$ cat src/rtl/display_text_port.sv
// Port-mapped text-mode writer: CPU byte writes become {attr, char} display cells,
// with an auto-advancing row/column cursor, hardware newline and a clear-screen fill.
module display_text_port #(
  parameter int         COLUMNS      = 80,
  parameter int         ROWS         = 30,
  parameter int         ADDR_WIDTH   = 12,
  parameter logic [7:0] PORT_BASE    = 8'h00,
  parameter logic [7:0] DEFAULT_ATTR = 8'h07
) (
  input  logic                  clk,
  input  logic                  reset,
  input  logic                  cpuWriteStrobe,
  input  logic [7:0]            cpuPortId,
  input  logic [7:0]            cpuWriteData,
  output logic [7:0]            cpuReadData,
  output logic                  busy,
  output logic                  memWriteEnable,
  output logic [ADDR_WIDTH-1:0] memAddress,
  output logic [15:0]           memWriteData,
  output logic [0:0]            dbg_state
);

  localparam int CELLS = COLUMNS * ROWS;

  typedef enum logic [0:0] {
    IDLE  = 1'b0,
    CLEAR = 1'b1
  } state_t;

  state_t state, state_next;

  logic [7:0]            attr;
  logic [7:0]            col;
  logic [7:0]            row;
  logic [ADDR_WIDTH-1:0] fill_cnt;
  logic                  char_we;
  logic [ADDR_WIDTH-1:0] addr_r;
  logic [15:0]           data_r;

  logic [7:0]            offset;
  logic                  in_window;
  logic                  accept;
  logic                  wr_char, wr_attr, wr_col, wr_row, wr_cmd;
  logic                  start_clear, newline;
  logic                  fill_last;
  logic                  last_col, last_row;
  logic [7:0]            adv_col, adv_row, nl_row;
  logic [ADDR_WIDTH-1:0] cur_addr;

  // Window decode by offset from the base keeps the compare 8 bits wide.
  assign offset      = cpuPortId - PORT_BASE;
  assign in_window   = (offset <= 8'd4);
  assign accept      = cpuWriteStrobe && in_window && (state == IDLE);
  assign wr_char     = accept && (offset == 8'd0);
  assign wr_attr     = accept && (offset == 8'd1);
  assign wr_col      = accept && (offset == 8'd2);
  assign wr_row      = accept && (offset == 8'd3);
  assign wr_cmd      = accept && (offset == 8'd4);
  assign start_clear = wr_cmd && (cpuWriteData == 8'h01);
  assign newline     = wr_cmd && (cpuWriteData == 8'h02);

  assign fill_last = (fill_cnt == ADDR_WIDTH'(CELLS - 1));
  assign last_col  = (col == 8'(COLUMNS - 1));
  assign last_row  = (row == 8'(ROWS - 1));
  assign nl_row    = last_row ? 8'd0 : row + 8'd1;
  assign adv_col   = last_col ? 8'd0 : col + 8'd1;
  assign adv_row   = last_col ? nl_row : row;
  assign cur_addr  = ADDR_WIDTH'(int'(row) * COLUMNS + int'(col));

  always_ff @(posedge clk) begin
    if (!reset) state <= IDLE;
    else        state <= state_next;
  end

  always_comb begin
    state_next = state;
    case (state)
      IDLE:    if (start_clear) state_next = CLEAR;
      CLEAR:   if (fill_last)   state_next = IDLE;
      default: state_next = IDLE;
    endcase
  end

  always_ff @(posedge clk) begin
    if (!reset) begin
      attr     <= DEFAULT_ATTR;
      col      <= 8'd0;
      row      <= 8'd0;
      fill_cnt <= '0;
      char_we  <= 1'b0;
      addr_r   <= '0;
      data_r   <= 16'h0000;
    end else begin
      char_we <= wr_char;
      if (wr_char) begin
        addr_r <= cur_addr;
        data_r <= {attr, cpuWriteData};
        col    <= adv_col;
        row    <= adv_row;
      end
      if (wr_attr) attr <= cpuWriteData;
      if (wr_col)  col  <= (int'(cpuWriteData) < COLUMNS) ? cpuWriteData : 8'd0;
      if (wr_row)  row  <= (int'(cpuWriteData) < ROWS)    ? cpuWriteData : 8'd0;
      if (newline) begin
        col <= 8'd0;
        row <= nl_row;
      end
      if (start_clear) fill_cnt <= '0;
      // Mirror each fill write into the hold registers so outputs keep the last cell afterwards.
      if (state == CLEAR) begin
        addr_r   <= fill_cnt;
        data_r   <= {attr, 8'h20};
        fill_cnt <= fill_cnt + 1'b1;
        if (fill_last) begin
          col <= 8'd0;
          row <= 8'd0;
        end
      end
    end
  end

  assign busy           = (state == CLEAR);
  assign memWriteEnable = busy || char_we;
  assign memAddress     = busy ? fill_cnt : addr_r;
  assign memWriteData   = busy ? {attr, 8'h20} : data_r;
  assign dbg_state      = state;

  always_comb begin
    cpuReadData = 8'h00;
    case (offset)
      8'd1:    cpuReadData = attr;
      8'd2:    cpuReadData = col;
      8'd3:    cpuReadData = row;
      8'd4:    cpuReadData = {7'b0, busy};
      default: cpuReadData = 8'h00;
    endcase
  end

endmodule

$ cat config.mk
export PLATFORM = sky130hd
export DESIGN_NAME = display_text_port
export DESIGN_NICKNAME = d
export VERILOG_FILES = /design/src/rtl/display_text_port.sv
export SDC_FILE = /design/constraint.sdc
export NUM_CORES = 1
export LEC_CHECK = 0
export BUFFER_PORTS_ARGS = -buffer_cell sky130_fd_sc_hd__buf_2
export CORE_ASPECT_RATIO = 2
export CORE_MARGIN = 2
export CORE_UTILIZATION = 50
export DETAILED_ROUTE_END_ITERATION = 6
export HOLD_SLACK_MARGIN = 0.03
export PLACE_DENSITY = 0.77
export REMOVE_ABC_BUFFERS = 1
export SYNTH_ARGS = -nofsm -noshare
export SYNTH_HDL_FRONTEND = slang
export SYNTH_SLANG_ARGS = --single-unit
$ cat constraint.sdc
create_clock -name clk -period 3.45 [get_ports clk]
set_input_delay 0.345 -clock clk [delete_from_list [all_inputs] [get_ports clk]]
set_output_delay 0.345 -clock clk [all_outputs]
set_load 0.01 [all_outputs]
Word level (Yosys, flattened, before mapping)
Index checks and enable logic that the tools add are counted.
{"block": "classes", "n_reduce_logical": 14, "shifts": 0, "add_sub_neg": 4, "n_eq_ne": 9, "n_div": 0, "bitwise": 2, "n_mul": 1, "muxes": 27, "magnitude_cmp": 3}
{"cell": "$mux W8", "count": 15}
{"cell": "$mux W12", "count": 5}
{"cell": "$mux W16", "count": 3}
{"cell": "$pmux W8 S4", "count": 1}
{"cell": "$eq A8 B2 Y1 const B", "count": 3}
{"cell": "$add A8 B1 Y8 const B", "count": 2}
{"cell": "$eq A8 B1 Y1 const B", "count": 2}
{"cell": "$add A12 B1 Y12 const B", "count": 1}
{"cell": "$add A12 B8 Y12", "count": 1}
{"cell": "$eq A12 B12 Y1 const B", "count": 1}
{"cell": "$logic_and A1 B1 Y1", "count": 9}
{"cell": "$eq A8 B3 Y1 const B", "count": 1}
{"cell": "$eq A8 B5 Y1 const B", "count": 1}
{"cell": "$eq A8 B7 Y1 const B", "count": 1}
{"cell": "$le A8 B3 Y1 const B", "count": 1}
{"cell": "$logic_not A8 Y1", "count": 1}
{"cell": "$lt A8 B5 Y1 const B", "count": 1}
{"cell": "$lt A8 B7 Y1 const B", "count": 1}
{"cell": "$mul A8 B3 Y8 const B", "count": 1}
{"cell": "$reduce_bool A2 Y1", "count": 2}
{"cell": "$mux W1", "count": 2}
{"cell": "$not A1 Y1", "count": 2}
{"cell": "$pmux W1 S2", "count": 1}
{"cell": "$reduce_or A2 Y1", "count": 1}
{"cell": "$logic_or A1 B1 Y1", "count": 1}
{"block": "totals", "romBits": 0, "ramBits": 0, "elab_cells": 69, "ff_bits": 66, "memories": 0, "latchBits": 0, "inputBits": 19}

Longest topological paths before layout
{"block": "depth", "ltp_word": 9, "ltp_mapped": 8, "mapped_depth_nobuf": 8}

Worst setup path before layout
No wires, ideal clock.
{"block": "synth_path", "path_kind": "reg2reg", "from": "register row[3]", "to": "register addr_r[11]", "setup_time_ps": 120, "required_time_ps": 3330, "path_stages_with_launch": 9, "slack_ps": 1227, "path_buffers": 0, "arrival_time_ps": 2103, "path_cell_list": "dfxtp_1 ha_1 ha_1 fa_1 nand3_1 o211ai_1 nand4_1 xnor2_1 a21oi_1"}
{"block": "synth_via", "elab_chain_len": 4}
{"element": "start: declaration", "line_no": "34", "source": "logic [7:0] row;"}
{"element": "start signal: assignment", "line_no": "99", "source": "row <= adv_row;"}
{"element": "start signal: assignment", "line_no": "103", "source": "if (wr_row) row <= (int'(cpuWriteData) < ROWS) ? cpuWriteData : 8'd0;"}
{"element": "start signal: assignment", "line_no": "106", "source": "row <= nl_row;"}
{"element": "$mul A8 B3 Y8", "line_no": "68", "source": "assign cur_addr = ADDR_WIDTH'(int'(row) * COLUMNS + int'(col));"}
{"element": "$add A12 B8 Y12", "line_no": "68"}
{"element": "$mux W12", "line_no": "95", "source": "if (wr_char) begin"}
{"element": "$mux W12", "line_no": "110", "source": "if (state == CLEAR) begin"}
{"element": "end signal: assignment", "line_no": "96", "source": "addr_r <= cur_addr;"}
{"element": "end signal: assignment", "line_no": "111", "source": "addr_r <= fill_cnt;"}
{"element": "end: declaration", "line_no": "37", "source": "logic [ADDR_WIDTH-1:0] addr_r;"}
No other way between the ends. The select of a mux whose other input is x is not followed.
A chain may end at the register's enable or synchronous reset.

Worst setup path in the final report
{"block": "layout_path", "from": "register row[1]", "to": "register addr_r[11]"}
The elaborated chain is that of the path after synthesis.

==> run summary <==
========================================================================================
Data required time of the critical path                                          3.66 ns
Fin Clk Skew                                                                 0.004667 ns
Sequential area share after synthesis                                             32.56%
Vertical die dimension                                                          131.4 um
Ordered list of cells on the worst path                                     ha_1 -> ha_1 -> fa_1 -> nand3_1 -> o211ai_1 -> nand4_1 -> xnor2_1 -> a21oi_1
Post-route antenna net violation count                                                 0
Top cells by area, synth                                                    sky130_fd_sc_hd__dfxtp_1, sky130_fd_sc_hd__a21oi_1, sky130_fd_sc_hd__mux2_2
Initial Util                                                                      51.46%
Filler Cell Count                                                                    718
# clock sinks                                                                         66
H-tree level count                                                                     3
Gr usage total                                                                    28.57%
Overall power after layout                                                      1.761 mW
I/O pins                                                                              58
Synth top area share                                                              32.56%
Gate family responsible for the most delay along the worst path              adder cells
Leak Pwr                                                                        2.015 nW
Initial antenna violation count                                                        0
Setup Viol. Count Final                                                                0
Unrepaired setup endpoints after global routing                                       no
IO Port Bufs                                                                          57
DR WL/cell                                                                      18.39 um
Max clock buf depth                                                                    2
PwrDens                                                                     377.7 nW/um^2
Via count of the first global-routing pass                                          4053
Clock-pin transition on the worst setup and hold timing paths                    0.05 ns
First DRT Iteration DRCs                                                             264
IR Drop Worst-Case VDD                                                          413.7 uV
Top flip-flop cell by instance count after synthesis                        sky130_fd_sc_hd__dfxtp_1
Overall via count from detail_route                                                 3904
Highest achievable clock rate                                                  393.2 MHz
Final critical delay including setup and external delays                        2.543 ns
Ratio of cells with drive above 1 in the final layout                             20.00%
Clock root buffer master                                                    sky130_fd_sc_hd__clkbuf_16
Final WL                                                                        11790 um
Die extent in x                                                                 67.70 um
Asr flop ratio synth                                                                  0%
Transition time of the tightest slew-check pin                                  1.094 ns
Standard-cell rows                                                                    46
Post-synthesis cell count                                                            495
Layout-stage area growth over the synthesis result                                14.89%
Final Hold Viols                                                                       0
CP peak stage delay                                                              0.59 ns
Path category of the worst min-delay check                                        in2reg
FF+latch count, synth                                                                 66
Status                                                                         completed
Clock insertion delay at the later pin of the skew report                        0.33 ns
Per-instance average area after synthesis                                     8.197 um^2
Drc violations                                                                         0
Total of hold buffers inserted after clock tree synthesis                              0
Buf+Inv Stages, Crit Path                                                              0
Average via count per standard cell                                                6.090
Slowest cell on the critical path                                           sky130_fd_sc_hd__fa_1
Drt first pass iters                                                                   4
Relative slew slack                                                               27.03%
Clock tree from TritonCTS                                                            yes
Post-Syn Area                                                                  4058 um^2
Diode count                                                                            0
Synth area leader                                                           sky130_fd_sc_hd__dfxtp_1
Crit end category                                                               register
Total clock buffers created by CTS                                                     9
Total die area                                                                 8896 um^2
Number of gates resized after CTS                                                      0
Most repeated cell in the gate-level netlist after synthesis                sky130_fd_sc_hd__dfxtp_1
Cell type with the highest occurrence count on the critical path            sky130_fd_sc_hd__ha_1
Placeable core region                                                          7885 um^2
Gr ovfl total                                                                          0
Number of max-slew violations in the final report                                      0
Final clock period utilization by the worst path                                  73.71%
Final core utilization                                                            59.12%
Final Wtd Congestion                                                              0.9716
Count of synthesis-stage warnings from yosys                                           0
Total half-perimeter wirelength after legalization and detailed placement        8801 um
Total negative slack for setup checks                                               0 ns
WS Path Type                                                                     reg2reg
Max-cap violations                                                                     0
Arrival time at the worst endpoint                                               2.75 ns
Total setup buffers inserted after CTS                                                 0
Crit path max fanout                                                                   7
Final nets                                                                           580
Commonest cells post-synth                                                  sky130_fd_sc_hd__dfxtp_1, sky130_fd_sc_hd__nand2_1, sky130_fd_sc_hd__a21oi_1, sky130_fd_sc_hd__nor2_1, sky130_fd_sc_hd__mux2_2
Netlist cell types                                                                    62
Post-synth EDFFs                                                                       0
Wire length of the first global-routing pass                                    19100 um
Critical Path Source Type                                                       register
Maximum number of pins on one net before global-route repair                          33
========================================================================================
-- worst register-to-register path: cells and delay by family (launching register included) --
| kind | cells | cell delay [ns] |
|---|---|---|
| simple gates | 2 | 0.24 |
| flops | 1 | 0.55 |
| compound gates | 2 | 0.34 |
| xor+xnor | 1 | 0.16 |
| fa+ha+maj | 3 | 1.13 |
-- area by class of cell --
cell class | count | area (um^2) | area share, %
clock inverters | 3 | 40.04 | 0.8588
clock buffers | 11 | 252.7 | 5.421
flip-flops and latches | 66 | 1323 | 28.37
well taps | 96 | 120.1 | 2.576
multi-input cells | 390 | 2566 | 55.05
inverters | 16 | 60.06 | 1.288
repair buffers | 59 | 300.3 | 6.441
-- metrics by stage --
step / hold slack (ns) / area, um^2 / worst slack (ns) / instances
after CTS: 0.3415 / 4662 / 0.8990 / 641
after global placement: 0.4373 / 4369 / 0.9920 / 627
after global routing: 0.3623 / 4662 / 0.7803 / 641
after detailed placement: 0.4419 / 4369 / 0.9177 / 627
final: 0.3528 / 4662 / 0.9069 / 641
after floorplan: 0.4168 / 3940 / 0.5653 / 472
-- layer usage --
layer	global-route usage, %	wire (um)	vias to the layer above	part of all wire [%]
met4	22.34	770	0	6.5
met5	0	0	-	0
met2	48.97	6350	144	54
met3	5.993	673	55	5.7
met1	27.90	3996	1836	34
li1	-	-	1869	-
-- flip-flops by register name, indices dropped and copies added (netlist names) --
register and cells:
data_r 16, fill_cnt 12, busy 1, attr 8
char_we 1, addr_r 12, col 8, row 8
-- power by group --
group          internal [mW]  leakage (nW)  switching (mW)
Sequential             0.763         0.532        0.000842
Combinational         0.0224          1.34          0.0571
Clock                  0.588         0.147           0.330
Total                   1.37          2.02           0.388
-- path summary, 6_finish.rpt --
kind / slack (ns) / end / cells past startpoint / startpoint
worst min register to register: 0.45 / data_r[3]$_SDFFE_PP0N_ / 2 / data_r[3]$_SDFFE_PP0N_
worst max-delay path: 0.91 / addr_r[11]$_SDFFE_PN0P_ / 8 / row[1]$_SDFF_PN0_
worst max register to register: 0.91 / addr_r[11]$_SDFFE_PN0P_ / 8 / row[1]$_SDFF_PN0_
worst min-delay path: 0.35 / data_r[0]$_SDFFE_PP0N_ / 3 / cpuWriteData[0]
-- logic make-up (layout without fill, tap and decap cells) --
| family | count (synthesis) | in the layout | share of synthesized area [%] |
|---|---|---|---|
| AOI/OAI and AO/OA | 107 | 107 | 16.22 |
| xor gates and xnor gates | 13 | 13 | 2.806 |
| adders and majority gates | 19 | 19 | 6.229 |
| buffers and inverters | 39 | 89 | 4.378 |
| DFF | 66 | 66 | 32.56 |
| muxes | 39 | 39 | 10.24 |
| and+or+nand+nor | 212 | 212 | 27.57 |
-- cell usage in the layout, fill, tap and decap left out, types with 12 or more instances in the layout --
cell type                 count
sky130_fd_sc_hd__dfxtp_1     65
sky130_fd_sc_hd__buf_2       57
sky130_fd_sc_hd__nand2_1     56
sky130_fd_sc_hd__a21oi_1     52
sky130_fd_sc_hd__nor2_1      46
sky130_fd_sc_hd__mux2_2      20
sky130_fd_sc_hd__mux2i_1     19
sky130_fd_sc_hd__ha_1        17
sky130_fd_sc_hd__inv_1       15
sky130_fd_sc_hd__nor2b_1     15
sky130_fd_sc_hd__o21ai_0     15
sky130_fd_sc_hd__nand3_1     13
sky130_fd_sc_hd__nor3_1      12
(Power assumes the default switching activity.)
